$ cat src/rtl/store_merge_ctrl.sv
`default_nettype none
// ============================================================================
// Module   : store_merge_ctrl
// Brief    : Buffers partial-line CPU stores, read-merge-writes 128-bit lines
//            in the L1 data array, and reuses the last written line on a hit.
// Revision : 1.0 - initial release
// ============================================================================
module store_merge_ctrl #(
    parameter int DEPTH      = 2,
    parameter int INDEX_BITS = 3
) (
    input  logic                  clk,
    input  logic                  reset_n,
    input  logic                  req_valid,
    output logic                  req_ready,
    input  logic [15:0]           req_addr,
    input  logic [15:0]           req_wdata,
    input  logic [1:0]            req_selbyte,
    input  logic                  inval,
    output logic                  arr_rd_en,
    output logic [INDEX_BITS-1:0] arr_index,
    input  logic [127:0]          arr_rdata,
    output logic                  arr_wr_en,
    output logic [127:0]          arr_wdata,
    output logic                  done,
    output logic                  busy
);

    localparam int                 c_ptr_w    = (DEPTH > 1) ? $clog2(DEPTH) : 1;
    localparam int                 c_cnt_w    = $clog2(DEPTH + 1);
    localparam logic [c_cnt_w-1:0] c_full_cnt = c_cnt_w'(DEPTH);
    localparam logic [c_cnt_w-1:0] c_one_cnt  = c_cnt_w'(1);
    localparam logic [c_ptr_w-1:0] c_ptr_one  = c_ptr_w'(1);

    typedef enum logic [1:0] {
        S_IDLE  = 2'd0,
        S_READ  = 2'd1,
        S_MERGE = 2'd2,
        S_WRITE = 2'd3
    } state_t;

    typedef struct packed {
        logic [15:0] addr;
        logic [15:0] wdata;
        logic [1:0]  sel;
    } entry_t;

    function automatic logic [INDEX_BITS-1:0] line_idx(input logic [15:0] a);
        return a[4+INDEX_BITS-1:4];
    endfunction

    function automatic logic [127:0] merge_line(input logic [127:0] line, input entry_t e);
        logic [127:0] r;
        logic [6:0]   b;
        r = line;
        b = {e.addr[3:1], 4'b0000};
        case (e.sel)
            2'b11:   r[b +: 16]         = e.wdata;
            2'b10:   r[(b + 7'd8) +: 8] = e.wdata[15:8];
            2'b01:   r[b +: 8]          = e.wdata[7:0];
            default: r                  = line;
        endcase
        return r;
    endfunction

    entry_t                fifo_mem [DEPTH];
    logic [c_ptr_w-1:0]    rd_ptr_q, rd_ptr_d, wr_ptr_q, wr_ptr_d, w_rd_ptr_nx;
    logic [c_cnt_w-1:0]    count_q, count_d;
    state_t                state_q, state_d;
    logic                  hold_valid_q, hold_valid_d;
    logic [INDEX_BITS-1:0] hold_index_q, hold_index_d;
    logic [INDEX_BITS-1:0] index_q, index_d;
    logic [127:0]          line_q, line_d;
    logic                  src_rd_q, src_rd_d;

    logic   w_push, w_pop, w_cand_valid, w_hold_ok, w_hit;
    entry_t w_req_entry, w_head, w_next, w_cand;
    state_t w_choice;

    assign req_ready   = (count_q != c_full_cnt);
    assign w_push      = req_valid && req_ready;
    assign w_pop       = (state_q == S_WRITE);
    assign w_req_entry = '{addr: req_addr, wdata: req_wdata, sel: req_selbyte};
    assign w_rd_ptr_nx = rd_ptr_q + c_ptr_one;
    assign w_head      = fifo_mem[rd_ptr_q];
    assign w_next      = fifo_mem[w_rd_ptr_nx];

    always_ff @(posedge clk) begin
        if (w_push) begin
            fifo_mem[wr_ptr_q] <= w_req_entry;
        end
    end

    // Candidate for the next store: an entry arriving this cycle is bypassed
    // straight into the decision when it will become the head after this edge.
    always_comb begin
        w_cand_valid = 1'b0;
        w_cand       = w_req_entry;
        w_hold_ok    = hold_valid_q;
        if (state_q == S_WRITE) begin
            w_hold_ok = 1'b1;
            if (count_q > c_one_cnt) begin
                w_cand_valid = 1'b1;
                w_cand       = w_next;
            end else begin
                w_cand_valid = w_push;
            end
        end else if (count_q != '0) begin
            w_cand_valid = 1'b1;
            w_cand       = w_head;
        end else begin
            w_cand_valid = w_push;
        end
        w_hit    = w_hold_ok && !inval && (line_idx(w_cand.addr) == hold_index_q);
        w_choice = !w_cand_valid ? S_IDLE : (w_hit ? S_MERGE : S_READ);
    end

    always_comb begin
        state_d      = state_q;
        rd_ptr_d     = rd_ptr_q;
        wr_ptr_d     = wr_ptr_q;
        count_d      = count_q + c_cnt_w'(w_push) - c_cnt_w'(w_pop);
        hold_valid_d = hold_valid_q;
        hold_index_d = hold_index_q;
        line_d       = line_q;
        src_rd_d     = 1'b0;
        arr_rd_en    = 1'b0;
        arr_wr_en    = 1'b0;
        arr_index    = index_q;

        if (w_push) begin
            wr_ptr_d = wr_ptr_q + c_ptr_one;
        end

        case (state_q)
            S_IDLE: begin
                state_d = w_choice;
            end
            S_READ: begin
                arr_rd_en = 1'b1;
                arr_index = line_idx(w_head.addr);
                src_rd_d  = 1'b1;
                state_d   = S_MERGE;
            end
            S_MERGE: begin
                line_d       = merge_line(src_rd_q ? arr_rdata : line_q, w_head);
                hold_index_d = line_idx(w_head.addr);
                state_d      = S_WRITE;
            end
            S_WRITE: begin
                arr_wr_en    = 1'b1;
                arr_index    = hold_index_q;
                rd_ptr_d     = w_rd_ptr_nx;
                hold_valid_d = 1'b1;
                state_d      = w_choice;
            end
            default: state_d = S_IDLE;
        endcase

        // An external change to the array always wins over a fresh hold.
        if (inval) begin
            hold_valid_d = 1'b0;
        end
        index_d = arr_index;
    end

    assign arr_wdata = line_q;
    assign done      = arr_wr_en;
    assign busy      = (state_q != S_IDLE) || (count_q != '0);

    always_ff @(posedge clk) begin
        if (!reset_n) begin
            state_q      <= S_IDLE;
            rd_ptr_q     <= '0;
            wr_ptr_q     <= '0;
            count_q      <= '0;
            hold_valid_q <= 1'b0;
            hold_index_q <= '0;
            index_q      <= '0;
            line_q       <= '0;
            src_rd_q     <= 1'b0;
        end else begin
            state_q      <= state_d;
            rd_ptr_q     <= rd_ptr_d;
            wr_ptr_q     <= wr_ptr_d;
            count_q      <= count_d;
            hold_valid_q <= hold_valid_d;
            hold_index_q <= hold_index_d;
            index_q      <= index_d;
            line_q       <= line_d;
            src_rd_q     <= src_rd_d;
        end
    end

endmodule
`default_nettype wire

$ cat config.mk
export PLATFORM = sky130hd
export DESIGN_NAME = store_merge_ctrl
export DESIGN_NICKNAME = d
export VERILOG_FILES = /design/src/rtl/store_merge_ctrl.sv
export SDC_FILE = /design/constraint.sdc
export NUM_CORES = 1
export LEC_CHECK = 0
export BUFFER_PORTS_ARGS = -buffer_cell sky130_fd_sc_hd__buf_2
export CORE_MARGIN = 2
export CORE_UTILIZATION = 56
export DETAILED_ROUTE_END_ITERATION = 16
export GPL_TIMING_DRIVEN = 0
export PLACE_DENSITY = 0.86
export SLEW_MARGIN = 20
export SYNTH_ARGS = -nofsm -noshare
export SYNTH_HDL_FRONTEND = slang
export SYNTH_SLANG_ARGS = --single-unit
$ cat constraint.sdc
create_clock -name clk -period 8.74 [get_ports clk]
set_clock_uncertainty 0.1 [all_clocks]
set_input_delay 0.437 -clock clk [delete_from_list [all_inputs] [get_ports clk]]
set_output_delay 0.437 -clock clk [all_outputs]
set_load 0.05 [all_outputs]
==> metrics.cfg, run 1 <==
[timing]
setup_viol=0
timing.setup.tns_ns=0
rsz0062_at_grt=no
finalCriticalPeriod_ns=4.33
fin_crit_sh_pct=49.6
finalWorstSetupSlack_ns=4.41
hold_viol_final=0
tightest_slew_ns=1.06
holdWs_ns=0.0816
drv_slew=0
slew_headroom_pct=29.0
max_freq_ghz=0.231

[synthesis]
synth_compound_area_share_pct=27.3
yosys.area_share.xor_xnor_pct=0.358
synth_edf_count=48
syn_avg_cell_area_um2=9.74
async_flop_share_pct=0
synth_mux_area_share_pct=11.2
yosys.area.top_type=dfxtp_1
synth_area_leaders=dfxtp_1 29%, edfxtp_1 15%, o21ai_0 7.4%
synth_top_family_by_area=compound AO/OA/AOI/OAI gates
yosysWarningCount=0
netlist_area_mm2=0.00979
synth_top_area_share_pct=29.2
post_synth_and_or_nand_nor_area_fraction_pct=11.5
synth_cell_types=78
synth_fp_nets=1183
seq_area_frac_synth_pct=44.0
synthCells=1005
yosys_register_bits=191
ys.flop_type=dfxtp_1
synthAdderAreaFrac_pct=1.53

[placement]
dp_slack_ns=4.55
dp_hpwl_um=25900
place_area_mm2=0.0115
port-buffer-count=291
dp_cells=1521
place_congestion=0.919

[layout]
fin_area_mm2=0.0121
areaGrowthSynthToFinish_pct=23.9
fin_util_pct=70.6
drive_gt1_share_pct=30.9
final_cells=1555
finalNetCount=1493
layout_commonest_cell=buf_2
final_cell_mix=295 x buf_2, 145 x o21ai_0, 143 x dfxtp_1

[drt]
wl_per_cell_um=22.4
drc_errors=0
drt-total-wl_um=34800
viasPerCell=6.42
num_vias=9981
drtPass1Iterations=6
ant_nets=0
drtIter0Drc=1000

[clock_network]
cts.path.max_buffers=2
cts_tree=built
hold_buffers=0
ctsResizeCount=0
cts_setup_buffers=0
clock_sinks=191
clock_latency_ns=0.44
cts_buffers=17
clk_pin_slew_ns=0.07
h-tree-depth=4
clockRootBuffer=clkbuf_16

[global_routing]
grt_antenna_before_repair=4
grt_max_degree=25
grt_pass1_vias=9500
globalRouteTotalUtil_pct=36.7
grt_overflow=0
grt_pass1_wl_um=51600

[job]
cap_violations=0

[floorplanning]
ioPinCount=302
dieHeight_um=136
initial_core_util_pct=57.0
core-area_mm2=0.0172
dieArea_mm2=0.0186
row_count=48
die_w_um=136

[hold_path]
hold_class=input pin to flop

[critical_path]
cp_data_arrival_time_ns=4.53
critPathKind=flop to flop
critPathRequiredTime_ns=8.94
critPathCaptureType=flop
path_max_fanout=10
start_kind=flop

[power_and_ir_drop]
peakVddDrop_mv=0.195
power_mw=3.86
powerDensity_mw_per_mm2=318
leakage_nw=4.91

[run_status]
status=finished clean

## worst paths after layout
kind | startpoint | cells after the start | to | slack, ns
hold reg to reg | arr_wdata[68]$_SDFFE_PN0P_ | 2 | arr_wdata[68]$_SDFFE_PN0P_ | 0.37
setup / recovery | flop | 10 | arr_wdata[58]$_SDFFE_PN0P_ | 4.41
setup reg to reg | flop | 10 | arr_wdata[58]$_SDFFE_PN0P_ | 4.41
hold / removal | req_wdata[0] | 1 | fifo_mem[1][2]$_DFFE_PP_ | 0.08
## kinds of logic (layout without fill, tap and decap cells)
group                    Yosys count  in the layout
AO/OA/AOI/OAI                    402            402
AND/OR/NAND/NOR                  193            193
flip-flops                       191            191
multiplexers                     104            104
buffers and inverters             99            422
adder cells (fa/ha/maj)           12             12
XOR/XNOR                           4              4
other                              0              2
## power breakdown
part / internal (mW) / total (mW) / switching (mW)
clock network: 0.431 / 0.790 / 0.359
registers: 1.09 / 1.23 / 0.132
logic: 0.532 / 1.85 / 1.31
## critical path, stage by stage (launching register included)
cell	delay [ns]
dfxtp_1	0.33
buf_6	0.16
mux2i_1	0.53
ha_1	0.38
ha_1	0.36
inv_1	0.12
clkbuf_1	0.47
nand4_1	0.60
o22ai_1	0.82
o22a_1	0.25
a21oi_1	0.06
## area by class of cell
class / instances / area, um^2
multi-input combinational: 715 / 5100
inverter: 24 / 92.6
antenna: 2 / 5.00
timing repair buffer: 291 / 1460
buffer: 75 / 309
tap: 225 / 282
clock buffer: 19 / 443
clock inverter: 13 / 135
fill: 1391 / 5050
sequential: 191 / 4300
## layer usage
metal / vias up / track usage (%) / part of all wire (%) / routed length (um)
met3: 131 / 8.46 / 11 / 3870
li1: 4458 / - / - / -
met1: 4675 / 45.6 / 38 / 13300
met2: 713 / 59.7 / 46 / 16000
met5: - / 0 / 0.086 / 30
met4: 4 / 18.7 / 4.8 / 1660
## flip-flops by register name, indices dropped and copies added (netlist names), named ones only
name / flops
rd_ptr_q: 1
hold_index_q: 3
src_rd_q: 1
fifo_mem: 48
count_q: 2
index_q: 3
arr_wdata: 128
wr_ptr_q: 1
state_q: 2
hold_valid_q: 1
## cell usage after synthesis, drive strengths merged, types with 16 or more instances
master,n
a211oi,16
clkbuf,63
nor2,41
o21ai,145
o211ai,16
a21oi,93
nand2,17
nand3b,26
dfxtp,143
o22a,35
a31oi,17
mux2,34
o221a,20
edfxtp,48
nor3,31
nand2b,23
inv,23
mux2i,70
Power figures use the tool's default switching activity.
==> run 2, diff against run 1 <==
- CORE_UTILIZATION: 56 -> 52
- PLACE_DENSITY: 0.86 -> 0.81
- clock period: 8.74 -> 4.16 ns (I/O delays scaled with it)
==> run 2 against run 1 <==
Net effect: sequential share of layout area is 1.2 points lower; critical path type unchanged; total power is 120% higher; clock-buffer cell count stayed put; final cell count is 2.4% higher; sequential power is 110% higher; critical path depth is 1 lower; flip-flop and latch count stayed put; critical endpoint is now arr_wdata[18]$_SDFFE_PN0P_; worst setup slack worse by 4.1 ns; wire length is 1.5% higher; combinational power is 110% higher; fmax is 13% higher; die area is 7.5% higher.
==> metrics.cfg, run 2 (synthesized netlist as in run 1, its figures left out) <==
[run_status]
status=finished clean

[power_and_ir_drop]
internal-power_mw=4.64  ; +130%
p_clk_share_pct=23.1  ; +2.6 points
powerDensity_mw_per_mm2=672  ; +110%
p_comb_share_pct=46.4  ; -1.4 points
switching_share_pct=45.0  ; -1.8 points
switchingPower_mw=3.79  ; +110%
peakVddDrop_mv=0.456  ; +130%
pwr-share-seq_pct=30.5  ; -1.2 points
power_mw=8.43  ; +120%
leakage_nw=5.09  ; +3.7%

[critical_path]
critPathKind=flop to flop
critPathCaptureType=flop
cp_data_arrival_time_ns=4.10  ; -0.43 ns
path_max_fanout=10  ; unchanged
start_kind=flop
critPathRequiredTime_ns=4.44  ; -4.50 ns

[timing]
hold_viol_final=0  ; unchanged
fin_crit_sh_pct=91.8  ; +42 points
slew_headroom_pct=43.3  ; +14 points
holdWs_ns=0.0219  ; -0.0597 ns
rsz0062_at_grt=no
max_freq_ghz=0.262  ; +13%
setup_viol=0  ; unchanged
drv_slew=0  ; unchanged
timing.setup.tns_ns=0  ; unchanged
finalCriticalPeriod_ns=3.82  ; -0.515 ns
tightest_slew_ns=0.827  ; -0.231 ns

[drt]
wl_per_cell_um=22.2  ; -0.96%
viasPerCell=6.33  ; -1.4%
drtIter0Drc=884  ; -12%
drtPass1Iterations=5  ; -1
ant_nets=0  ; unchanged
drc_errors=0  ; unchanged
drt-total-wl_um=35300  ; +1.5%
num_vias=10100  ; +1.0%

[global_routing]
grt_pass1_vias=9409  ; -0.96%
grt_pass1_wl_um=52700  ; +2.1%
met2_usage_pct=56.5  ; -3.1 points
globalRouteTotalUtil_pct=34.3  ; -2.4 points
busiest_layer=met2
grt_antenna_before_repair=2  ; -2
grt_overflow=0  ; unchanged
grt_use_met1_pct=44.4  ; -1.1 points
grt_max_degree=25  ; unchanged
grt_use_met3_pct=6.83  ; -1.6 points

[floorplanning]
ioPinCount=302  ; unchanged
row_count=50  ; +4.2%
core-area_mm2=0.0186  ; +8.2%
die_w_um=141  ; +3.7%
dieHeight_um=141  ; +3.7%
dieArea_mm2=0.0199  ; +7.5%
initial_core_util_pct=52.7  ; -4.3 points

[clock_network]
clk_pin_slew_ns=0.07  ; about the same
cts_tree=built
clockRootBuffer=clkbuf_16
clock_sinks=191  ; unchanged
h-tree-depth=4  ; unchanged
cts.path.max_buffers=2  ; unchanged
clock_latency_ns=0.43  ; about the same
cts_buffers=17  ; unchanged

[job]
cap_violations=0  ; unchanged

[layout]
drive_gt1_share_pct=31.0  ; +0.10 points
fin_area_mm2=0.0126  ; +3.5%
areaGrowthSynthToFinish_pct=28.2
layout_commonest_cell=buf_2
largest_reg_flops=128  ; unchanged
final_cell_mix=295 x buf_2, 145 x o21ai_0, 143 x dfxtp_1
finalNetCount=1521  ; +1.9%

[placement]
place_area_mm2=0.0115  ; about the same
place_congestion=0.904  ; -1.6%
port-buffer-count=291  ; unchanged
dp_hpwl_um=25700  ; -0.56%

[hold_path]
hold_class=input pin to flop

## run 2: changes by cell type in the layout (fill, tap and decap cells not counted), moves of 2 or more
cell / previous run / this run
buf_4: 2 / 6
clkbuf_16: 17 / 19
clkinv_1: 5 / 3
dlygate4sd3_1: 0 / 24
inv_6: 3 / 1
bufinv_16: 2 / 6
## run 2: area by class of cell
type / instances / area, um^2
sequential: 191 / 4300
inverter: 24 / 92.6
fill: 1490 / 6030
antenna: 3 / 7.51
tap: 234 / 293
multi-input combinational: 715 / 5120
buffer: 75 / 309
timing repair buffer: 319 / 1730
clock inverter: 13 / 226
clock buffer: 19 / 475
## run 2: metrics by stage
stage,worst slack [ns],cells,util (%)
6_report,0.341,1593,67.6
5_1_grt,0.101,1591,67.5
4_1_cts,0.0319,1586,67.2
3_5_place_dp,0.0367,1530,62.1
3_3_place_gp,0.0936,1530,62.1
2_1_floorplan,1.00,1005,-
## run 2: power by group through the flow
stage / sequential (mW) / combinational (mW) / clock, mW
6_report: 2.57 / 3.91 / 1.94
5_1_grt: 2.61 / 4.14 / 2.01
4_1_cts: 2.56 / 3.84 / 1.94
3_5_place_dp: 2.59 / 3.80 / 0
3_3_place_gp: 2.58 / 3.73 / 0
2_1_floorplan: 3.45 / 1.87 / 0
## run 2: metal layers
layer  up-vias  wire length, um  share of wire [%]
met5         -                0                  0
met4         0             1340                3.8
met3       114             3460                9.8
met2       663            16500                 47
met1      4777            13900                 40
li1       4530                -                  -
## run 2: final timing paths
| kind | cells past startpoint | endpoint | slack, ns | startpoint |
|---|---|---|---|---|
| worst max-delay path | 9 | arr_wdata[18]$_SDFFE_PN0P_ | 0.34 | flop |
| worst min-delay path | 3 | arr_wdata[43]$_SDFFE_PN0P_ | 0.02 | arr_rdata[43] |
| worst max register to register | 9 | arr_wdata[18]$_SDFFE_PN0P_ | 0.34 | flop |
| worst min register to register | 2 | arr_wdata[69]$_SDFFE_PN0P_ | 0.36 | arr_wdata[69]$_SDFFE_PN0P_ |
## run 2: worst max-delay path, cell delays in order (launching register included)
cell and delay (ns):
dfxtp_1 0.32, buf_6 0.15, mux2i_4 0.51, ha_1 0.35, ha_1 0.35, inv_1 0.12
clkbuf_1 0.49, nand4_1 0.54, a21oi_1 0.62, o211a_1 0.20
## run 2: repair_timing
action	in CTS	in global routing
hold buffers	24	0
hold endpoints to repair	48	0
buffers inserted	0	4
endpoints found under the setup margin	0	15
resized for setup	0	2
==> run 3, diff against run 2 <==
- GPL_TIMING_DRIVEN: 0 -> default
==> run 3 against run 2 <==
Net effect: worst setup slack better by 0.25 ns; clock-buffer cell count up 3; final cell count down 4.0%; fmax up 6.9%; clock power down 18%; global-route usage down 4.3 points; first-iteration DRC count down 26%; wire length down 12%; critical path depth down 1; non-clock buffer count down 62; die area unchanged; flip-flop and latch count unchanged; critical path type unchanged.
==> metrics.cfg, run 3 (synthesized netlist as in run 1, its figures left out) <==
[drt]
num_vias=9346  ; -7.3%
drtPass1Iterations=5  ; unchanged
viasPerCell=6.11  ; -3.4%
ant_nets=0  ; unchanged
wl_per_cell_um=20.2  ; -8.8%
drtIter0Drc=655  ; -26%
drc_errors=0  ; unchanged
drt-total-wl_um=30900  ; -12%

[clock_network]
h-tree-depth=4  ; unchanged
cts_setup_buffers=0  ; unchanged
cts_tree=built
clk_pin_slew_ns=0.07  ; about the same
cts_buffers=17  ; unchanged
clock_sinks=191  ; unchanged
clockRootBuffer=clkbuf_16
cts.path.max_buffers=2  ; unchanged
ctsResizeCount=0  ; unchanged
clock_latency_ns=0.43  ; about the same

[timing]
finalWorstSetupSlack_ns=0.589  ; +0.248 ns
setup_viol=0  ; unchanged
timing.setup.tns_ns=0  ; unchanged
fin_crit_sh_pct=85.8  ; -6.0 points
max_freq_ghz=0.280  ; +6.9%
hold_viol_final=0  ; unchanged
slew_headroom_pct=25.8  ; -17 points
tightest_slew_ns=1.11  ; +0.279 ns
finalCriticalPeriod_ns=3.57  ; -0.248 ns
drv_slew=0  ; unchanged
rsz0062_at_grt=no

[layout]
num-fill-cells=1526  ; +2.4%
final_cell_mix=290 x buf_2, 145 x o21ai_0, 141 x dfxtp_1
layout_commonest_cell=buf_2
drive_gt1_share_pct=32.6  ; +1.6 points
largest_reg_flops=128  ; unchanged
areaGrowthSynthToFinish_pct=24.5
finalNetCount=1459  ; -4.1%

[floorplanning]
initial_core_util_pct=52.7  ; unchanged
die_w_um=141  ; unchanged
ioPinCount=302  ; unchanged
core-area_mm2=0.0186  ; unchanged
row_count=50  ; unchanged
dieHeight_um=141  ; unchanged
dieArea_mm2=0.0199  ; unchanged

[power_and_ir_drop]
pwr-share-seq_pct=32.7  ; +2.2 points
powerDensity_mw_per_mm2=642  ; -4.4%
internal-power_mw=4.24  ; -8.5%
p_clk_share_pct=20.3  ; -2.8 points
switchingPower_mw=3.58  ; -5.4%
p_comb_share_pct=47.0  ; +0.6 points
peakVddDrop_mv=0.376  ; -18%
switching_share_pct=45.8  ; +0.83 points
leakage_nw=4.98  ; -2.3%

[run_status]
status=finished clean

[job]
cap_violations=0  ; unchanged

[critical_path]
rrSetupSlack_ns=0.59  ; +0.25 ns
cp_data_arrival_time_ns=3.80  ; -0.30 ns
critPathRequiredTime_ns=4.39  ; -0.05 ns
path_max_fanout=17  ; +7
critPathKind=flop to flop
critPathCaptureType=flop
start_kind=flop

[placement]
dp_slack_ns=0.620  ; +0.584 ns
dp_hpwl_um=21600  ; -16%
port-buffer-count=291  ; unchanged
place_congestion=0.875  ; -3.2%

[global_routing]
globalRouteTotalUtil_pct=30.0  ; -4.3 points
grt_overflow=0  ; unchanged
grt_pass1_vias=8758  ; -6.9%
grt_antenna_before_repair=3  ; +1
grt_pass1_wl_um=47400  ; -10%
grt_max_degree=102  ; +310%

[hold_path]
hold_class=input pin to flop

## run 3: final cells by class
class	count	area, um^2	share of cell area (%)
clock inverters	10	73.8	0.606
inverters	24	92.6	0.760
flip-flops and latches	191	4310	35.4
well taps	234	293	2.40
clock buffers	22	485	3.98
diodes	1	2.50	0.0205
multi-input cells	715	5100	41.9
repair buffers	332	1830	15.0
## run 3: timing repair
item                                   CTS  global route
hold buffers                            25             0
endpoints found under the hold margin   49             0
setup endpoints to repair                0             0
## run 3: critical path, stage by stage, from the launching register on
cell and delay [ns]:
edfxtp_1 0.48, mux2i_4 0.45, ha_1 0.37, ha_1 0.28, or3_1 0.41, a2111o_1 0.59, nand2_1 0.16, nand2_1 0.23
a221oi_1 0.38
## run 3: power by group through the flow
stage | Sequential (mW) | Clock [mW] | Combinational (mW)
after floorplan | 3.45 | 0 | 1.87
after global placement | 2.57 | 0 | 3.57
after detailed placement | 2.59 | 0 | 3.63
after CTS | 2.56 | 1.59 | 3.66
after global routing | 2.60 | 1.68 | 3.93
final | 2.56 | 1.59 | 3.68
## run 3: per-layer routing
layer / routed length, um / GRT usage, % / vias to the layer above
met5: 26 / 0 / -
met1: 12600 / 38.6 / 4436
li1: - / - / 4385
met4: 873 / 11.4 / 4
met3: 2570 / 6.32 / 68
met2: 14800 / 49.9 / 453
## run 3: worst paths after layout
check | start | to | cells after the start
worst max-delay path | fifo_mem[1][19]$_DFFE_PP_ | arr_wdata[65]$_SDFFE_PN0P_ | 8
worst min register to register | arr_wdata[68]$_SDFFE_PN0P_ | arr_wdata[68]$_SDFFE_PN0P_ | 2
worst min-delay path | arr_rdata[44] | arr_wdata[44]$_SDFFE_PN0P_ | 3
worst max register to register | fifo_mem[1][19]$_DFFE_PP_ | arr_wdata[65]$_SDFFE_PN0P_ | 8
## run 3: through the flow
stage | std cells | util (%) | hold WS [ns] | power, mW | instance area, um^2
2_1_floorplan | 1005 | - | 0.207 | 5.32 | 9790
3_3_place_gp | 1471 | 61.2 | 0.297 | 6.14 | 11400
3_5_place_dp | 1471 | 61.2 | 0.301 | 6.22 | 11400
4_1_cts | 1528 | 65.6 | 0.0173 | 7.81 | 12200
5_1_grt | 1529 | 65.6 | 0.0452 | 8.22 | 12200
6_report | 1529 | 65.6 | 0.0203 | 7.83 | 12200
